<file path="config.mk">
export PLATFORM = sky130hd
export DESIGN_NAME = audio_codec_responder
export DESIGN_NICKNAME = d
export VERILOG_FILES = /design/src/rtl/audio_codec_responder.sv
export SDC_FILE = /design/constraint.sdc
export NUM_CORES = 1
export LEC_CHECK = 0
export BUFFER_PORTS_ARGS = -buffer_cell sky130_fd_sc_hd__buf_4
export CORE_MARGIN = 2
export CORE_UTILIZATION = 58
export DETAILED_ROUTE_END_ITERATION = 10
export PLACE_DENSITY = 0.8
export SYNTH_ARGS = -nofsm -noshare
export SYNTH_HDL_FRONTEND = slang
export SYNTH_SLANG_ARGS = --single-unit
</file>
<file path="constraint.sdc">
create_clock -name iCLK -period 4.8 [get_ports iCLK]
set_clock_uncertainty 0.15 [all_clocks]
set_input_delay 0.96 -clock iCLK [delete_from_list [all_inputs] [get_ports iCLK]]
set_output_delay 0.96 -clock iCLK [all_outputs]
set_load 0.01 [all_outputs]
</file>
<file path="src/rtl/audio_codec_responder.sv">
// audio_codec_responder: codec-side end of a left-justified stereo serial link.
// Oversamples the master's BCLK/LRCK/DACDAT, deserializes DAC frames and serializes host ADC samples.
module audio_codec_responder #(
    parameter int DATA_W      = 16,
    parameter int SYNC_STAGES = 2
) (
    input  logic              iCLK,
    input  logic              Reset,
    input  logic              iAUD_BCLK,
    input  logic              iAUD_LRCK,
    input  logic              iAUD_DACDAT,
    output logic              oAUD_ADCDAT,
    input  logic [DATA_W-1:0] iADC_L,
    input  logic [DATA_W-1:0] iADC_R,
    output logic              oADC_LOAD,
    output logic [DATA_W-1:0] oDAC_L,
    output logic [DATA_W-1:0] oDAC_R,
    output logic              oDAC_VALID,
    output logic              oFRAME_ERR
);
    localparam int CW = $clog2(DATA_W + 1);

    typedef enum logic [1:0] {IDLE, LEFT, RIGHT} stateT;

    stateT                  state, stateNext;
    logic [SYNC_STAGES-1:0] bclkSync, lrSync, datSync;
    logic                   bclkHist, lrHist, datHist;
    logic [SYNC_STAGES:0]   primed;
    logic                   bclkRise, bclkFall, lrRise, lrFall, lrEdge;
    logic                   closeLeft, closeRight, shortCh, seenRise;
    logic [CW-1:0]          bitCnt;
    logic [DATA_W-1:0]      rxShift, rxAligned, pendL, holdR, txShift;

    always_ff @(posedge iCLK or posedge Reset) begin
        if (Reset) begin
            bclkSync <= '0;
            lrSync   <= '0;
            datSync  <= '0;
            bclkHist <= 1'b0;
            lrHist   <= 1'b0;
            datHist  <= 1'b0;
            primed   <= '0;
        end else begin
            bclkSync <= {bclkSync[SYNC_STAGES-2:0], iAUD_BCLK};
            lrSync   <= {lrSync[SYNC_STAGES-2:0], iAUD_LRCK};
            datSync  <= {datSync[SYNC_STAGES-2:0], iAUD_DACDAT};
            bclkHist <= bclkSync[SYNC_STAGES-1];
            lrHist   <= lrSync[SYNC_STAGES-1];
            datHist  <= datSync[SYNC_STAGES-1];
            primed   <= {primed[SYNC_STAGES-1:0], 1'b1};
        end
    end

    // Edges stay masked until the history flops hold real pin levels, so a pin that is
    // already high when reset releases is not mistaken for a fresh edge.
    always_comb begin
        bclkRise   = primed[SYNC_STAGES] & bclkSync[SYNC_STAGES-1] & ~bclkHist;
        bclkFall   = primed[SYNC_STAGES] & ~bclkSync[SYNC_STAGES-1] & bclkHist;
        lrRise     = primed[SYNC_STAGES] & lrSync[SYNC_STAGES-1] & ~lrHist;
        lrFall     = primed[SYNC_STAGES] & ~lrSync[SYNC_STAGES-1] & lrHist;
        lrEdge     = lrRise | lrFall;
        closeLeft  = lrFall && state == LEFT;
        closeRight = lrRise && state == RIGHT;
        shortCh    = bitCnt < CW'(DATA_W);
        rxAligned  = rxShift << (CW'(DATA_W) - bitCnt);
        stateNext  = lrRise ? LEFT : closeLeft ? RIGHT : state;
    end

    always_ff @(posedge iCLK or posedge Reset) begin
        if (Reset) state <= IDLE;
        else       state <= stateNext;
    end

    always_ff @(posedge iCLK or posedge Reset) begin
        if (Reset) begin
            oADC_LOAD   <= 1'b0;
            oDAC_VALID  <= 1'b0;
            oFRAME_ERR  <= 1'b0;
            oAUD_ADCDAT <= 1'b0;
            oDAC_L      <= '0;
            oDAC_R      <= '0;
            pendL       <= '0;
            holdR       <= '0;
            txShift     <= '0;
            rxShift     <= '0;
            bitCnt      <= '0;
            seenRise    <= 1'b0;
        end else begin
            oADC_LOAD   <= lrRise;
            oDAC_VALID  <= closeRight;
            oFRAME_ERR  <= (closeLeft | closeRight) & shortCh;
            oAUD_ADCDAT <= state != IDLE && txShift[DATA_W-1];
            if (closeLeft) pendL <= rxAligned;
            if (closeRight) begin
                oDAC_L <= pendL;
                oDAC_R <= rxAligned;
            end
            if (lrRise) begin
                holdR   <= iADC_R;
                txShift <= iADC_L;
            end else if (lrFall) begin
                txShift <= holdR;
            end else if (bclkFall && seenRise) begin
                txShift <= txShift << 1;
            end
            // LRCK edge wins: a coincident BCLK rise becomes bit 0 of the new channel.
            if (lrEdge) begin
                bitCnt   <= CW'(bclkRise);
                rxShift  <= bclkRise ? DATA_W'(datHist) : '0;
                seenRise <= bclkRise;
            end else if (bclkRise) begin
                seenRise <= 1'b1;
                if (shortCh) begin
                    bitCnt  <= bitCnt + 1'b1;
                    rxShift <= {rxShift[DATA_W-2:0], datHist};
                end
            end
        end
    end
endmodule

</file>
Word-level counts from Yosys, hierarchy flattened
Cells that the tools add are included.
- input port bits: 37
- ROM bits: 0
- latch bits: 0
- flip-flop bits (word level): 120
- output and inout bits: 36
- memory bits (writable): 0
- memories: 0
- shift operators: 1
- equal/unequal tests: 2
- div/mod/pow operators: 0
- multiply operators: 0
- bitwise operators: 15
- multiplexer cells: 14
- magnitude comparators: 1
- reductions and logical operators: 10
- $add $sub $neg: 2
- operator list (cell ; number):
    16-bit two-way mux ; 6
    16-bit by 5-bit left shift with 16-bit output ; 1
    5-bit two-way mux ; 3
    1-bit AND ; 9
    2-bit nonzero test ; 4
    5-bit by 1-bit adder with 5-bit output (second input constant) ; 1
    5-bit < comparator (second input constant) ; 1
    5-bit subtractor (first input constant) ; 1
    1-bit logical AND ; 4
    2-bit two-way mux ; 2
    1-bit NOT ; 4
    1-bit two-way mux ; 3
    3-bit nonzero test ; 1
    2-bit by 1-bit equality test with 1-bit output (second input constant) ; 1
    2-bit equality test (second input constant) ; 1
    1-bit bitwise OR ; 2
    2-bit AND reduction ; 1

Depth between registers and ports, before layout
- depth in word-level cells: 7
- gate-level depth with buffers: 11
- mapped depth without buffers: 8

Least setup slack after synthesis
Ideal clock, no wire load.
- path type: register to register
- start: register bitCnt[0]
- end: register pendL[13]
- setup time: 0.122 ns
- required time: 4.528 ns
- path buffers: 4
- stages on the path, launching flop included: 12
- path slack: 2.061 ns
- data arrival time: 2.468 ns
- cell sequence: dfrtp_1 > buf_2 > inv_1 > clkbuf_1 > ha_1 > xor2_1 > buf_2 > buf_4 > nor3_1 > a31oi_1 > nand2_1 > a32o_1
- word-level cells in the longest chain between the ends: 2
- ends and longest elaborated chain (item ; RTL line ; source):
    from (decl) ; 31 ; logic [CW-1:0] bitCnt;
    from (signal assigned) ; 108 ; bitCnt <= CW'(bclkRise);
    from (signal assigned) ; 114 ; bitCnt <= bitCnt + 1'b1;
    5-bit subtractor ; 65 ; rxAligned = rxShift << (CW'(DATA_W) - bitCnt);
    16-bit by 5-bit left shift with 16-bit output ; 65 ;
    to (signal assigned) ; 93 ; if (closeLeft) pendL <= rxAligned;
    to (decl) ; 32 ; logic [DATA_W-1:0] rxShift, rxAligned, pendL, holdR, txShift;
No other way between the ends.
A chain may end at the register's enable or synchronous reset.

Worst setup path in the final report
- start: register bitCnt[0]
- end: register pendL[12]
Same word-level chain as after synthesis.

==> flow_summary.yaml <==
die:
  die_w_um: 102
  dieArea_mm2: 0.0104
  start_util_pct: 60.0
  core_area_mm2: 0.00928
  ioPinCount: 73
  die_h_um: 102
  fp-row-count: 35
synth:
  ys_seq_area_share_pct: 53.9
  synth_top_family_by_area: "simple AND/OR/NAND/NOR gates"
  synthMuxAreaShare_pct: 13.2
  synth-xor-area-share_pct: 0.787
  yosys.area_share.adder_pct: 0.674
  synth_area_mm2: 0.00557
  async_flop_share_pct: 100
  synth-edff-count: 0
  avgSynthCellArea_um2: 9.84
  synth-compound-area-share_pct: 10.3
  syn_nets: 606
  synthSimpleGateAreaFrac_pct: 17.8
  ys_warn_count: 0
  synth_flop_cell: "dfrtp_1"
  synth.distinct_cells: 52
  ys_ff_latch: 120
  syn_inst: 566
detailed_routing:
  drc: 1
  detail_route.first_pass.iterations: 11
  wl_per_cell_um: 16.4
  routed_wl_mm: 12.7
  drt-vias-per-instance: 5.50
  num_vias: 4254
  initialDrtViolationCount: 283
  postRouteAntennaNets: 0
cts:
  clockBufferDepth: 2
  cts_htree_levels: 4
  cts_inserted_buffers: 17
  cts-resized-gates: 0
  cts_tree: "yes"
  post_cts_buffers: 0
  clk_pin_slew_ns: 0.06
  cts-root-buf: "clkbuf_8"
  ctsHoldBuffers: 0
  numClockSinks: 120
  clk_latency_ns: 0.51
setup_path:
  cpMaxStageDelayCell: "ha_1"
  worstPathCellList: "inv_1, ha_1, mux2i_1, mux4_2, nand2_1, o21ai_1, o31ai_1"
  cp-end-kind: "flop"
  cp_data_required_time_ns: 5.06
  path_max_fanout: 20
  max_stage_delay_ns: 0.78
  cp.arrival_ns: 3.30
  cp-start-kind: "flop"
  reg2reg_slack_ns: 1.76
  crit_type: "reg2reg"
timing:
  grt_setup_unrepaired: "false"
  period_minus_slack_ns: 3.04
  max_freq_ghz: 0.329
  setup_viol: 0
  relSlewSlack_pct: 29.3
  setup_slack_ns: 1.76
  tns_ns: 0
  report.final.slew_viol_count: 0
  finalCritPeriodShare_pct: 63.3
  worst_slew_pin_slew_ns: 1.06
  timing_hold_violations_final: 0
power:
  intPower_uw: 2050
  p_switching_uw: 814
  power_frac_seq_pct: 41.1
  clkPwrFrac_pct: 43.5
  switching_share_pct: 28.4
  p_per_area_mw_per_mm2: 424
  leakagePower_uw: 0.00330
  share_comb_of_total_power_pct: 15.4
  ir_drop_mv: 0.230
grt:
  grt_pass1_wl_mm: 20.7
  gr-total-overflow: 0
  grt_max_degree: 78
  grt_pass1_vias: 4248
  grt_use_total_pct: 25.7
  antenna_found_initial: 0
hold_path:
  hold_class: "reg2reg"
layout:
  layout.nets: 671
  drive_gt1_share_pct: 20.7
  final_area_mm2: 0.00676
  antenna_cells: 0
  syn_to_final_growth_pct: 21.5
  final_cells: 773
placed_design:
  dpl.hpwl_mm: 8.43
  io_buffer_count: 72
  dpl_cell_area_mm2: 0.00618
  dp_slack_ns: 1.77
  dp.cells: 741
  gp_congestion: 0.887
job:
  maxCapViolCount: 0
status:
  status: "finished with violations"
  violations: "design-rule violations"
routing by layer:
layer | routed length, um | track usage (%) | vias up
met5 | 0 | 0 | -
met4 | 225 | 8.92 | 0
met3 | 731 | 4.79 | 21
met2 | 6120 | 42.2 | 156
met1 | 5570 | 34.7 | 2016
li1 | - | - | 2061
cell usage after synthesis (2+ instances only):
cell / n / area, um2
o21ai_1: 19 / 95.1
o211ai_1: 2 / 15.0
dfrtp_1: 120 / 3000
nor2b_1: 5 / 31.3
nor4_1: 2 / 12.5
nor3_1: 6 / 30.0
o21ai_0: 11 / 55.1
inv_1: 5 / 18.8
buf_4: 3 / 22.5
nand2_1: 150 / 563
clkbuf_1: 20 / 75.1
a32oi_1: 4 / 35.0
mux4_2: 3 / 67.6
ha_1: 3 / 37.5
o31a_1: 2 / 17.5
and3b_1: 2 / 17.5
a32o_1: 2 / 20.0
a21oi_1: 23 / 115
inv_2: 2 / 7.51
mux2_2: 11 / 124
o21a_1: 3 / 22.5
nand3b_1: 4 / 30.0
mux2i_1: 53 / 531
nand2b_1: 4 / 25.0
o31ai_1: 12 / 90.1
nor2_1: 48 / 180
nand3_1: 9 / 45.0
buf_2: 6 / 30.0
buf_1: 5 / 18.8
a21o_1: 2 / 15.0
xor2_1: 4 / 35.0
registers in the layout (all words and copies together), names as in the netlist, 3 cells and up:
name / count
oDAC_R: 16
primed: 3
bitCnt: 5
holdR: 16
txShift: 16
rxShift: 16
pendL: 16
oDAC_L: 16
cell type report:
class / count / area [um2]
Clock buffer: 18 / 418
Clock inverter: 14 / 163
Fill cell: 658 / 2520
Inverter: 7 / 28.8
Multi-Input combinational cell: 404 / 2380
Sequential cell: 120 / 3000
Tap cell: 129 / 161
Timing Repair Buffer: 81 / 608
kinds of logic after synthesis:
kind of cell	count (synthesis)
xor gates and xnor gates	5
AOI/OAI and AO/OA	90
DFF	120
and+or+nand+nor	237
other	1
muxes	68
adders and majority gates	3
buffers and inverters	42
path summary, 6_finish.rpt:
check | from | to | cells past startpoint
min in group asynchronous | Reset | rxShift[3] | 2
worst min-delay path | datSync[1] | datHist | 0
worst min register to register | datSync[1] | datHist | 0
worst max-delay path | bitCnt[0] | pendL[12] | 7
worst max register to register | bitCnt[0] | pendL[12] | 7
max in group asynchronous | Reset | oDAC_R[11] | 3
power groups by stage:
stage          logic [uW]  registers, uW  clock network, uW
6_report              442           1180               1240
2_1_floorplan         319           1180                  0
4_1_cts               444           1180               1260
5_1_grt               497           1190               1300
3_5_place_dp          440           1190                  0
3_3_place_gp          431           1190                  0
worst max-delay path: cells and delay by family (launching register included):
kind | cells | cell delay (ns)
adders and majority gates | 1 | 0.78
muxes | 2 | 0.82
and+or+nand+nor | 1 | 0.08
DFF | 1 | 0.37
AOI/OAI and AO/OA | 2 | 0.36
buffers and inverters | 1 | 0.37
placed cells by master, fill, tap and decap left out, drive strengths merged, types with 3 or more instances in the layout:
cell type	synthesis	final
nand2	150	150
o21ai	30	30
nor2	48	48
clkinv	0	4
o31ai	12	12
mux2i	53	53
a32oi	4	4
nor2b	5	5
dfrtp	120	120
inv	7	14
a21oi	23	23
nand3	9	9
clkbuf	20	18
nand2b	4	4
mux2	12	12
nor3	7	7
ha	3	3
nand3b	4	4
o21a	3	3
buf	15	81
mux4	3	3
xor2	4	4
stage by stage:
step | utilization (%) | hold WS, ns | total power [uW]
detailed placement | 66.6 | 0.186 | 1630
global placement | 66.6 | 0.183 | 1620
CTS | 72.8 | 0.199 | 2880
finish | 72.8 | 0.196 | 2870
floorplan | - | 0.181 | 1500
global route | 72.8 | 0.208 | 2990
Power figures use the tool's default switching activity.
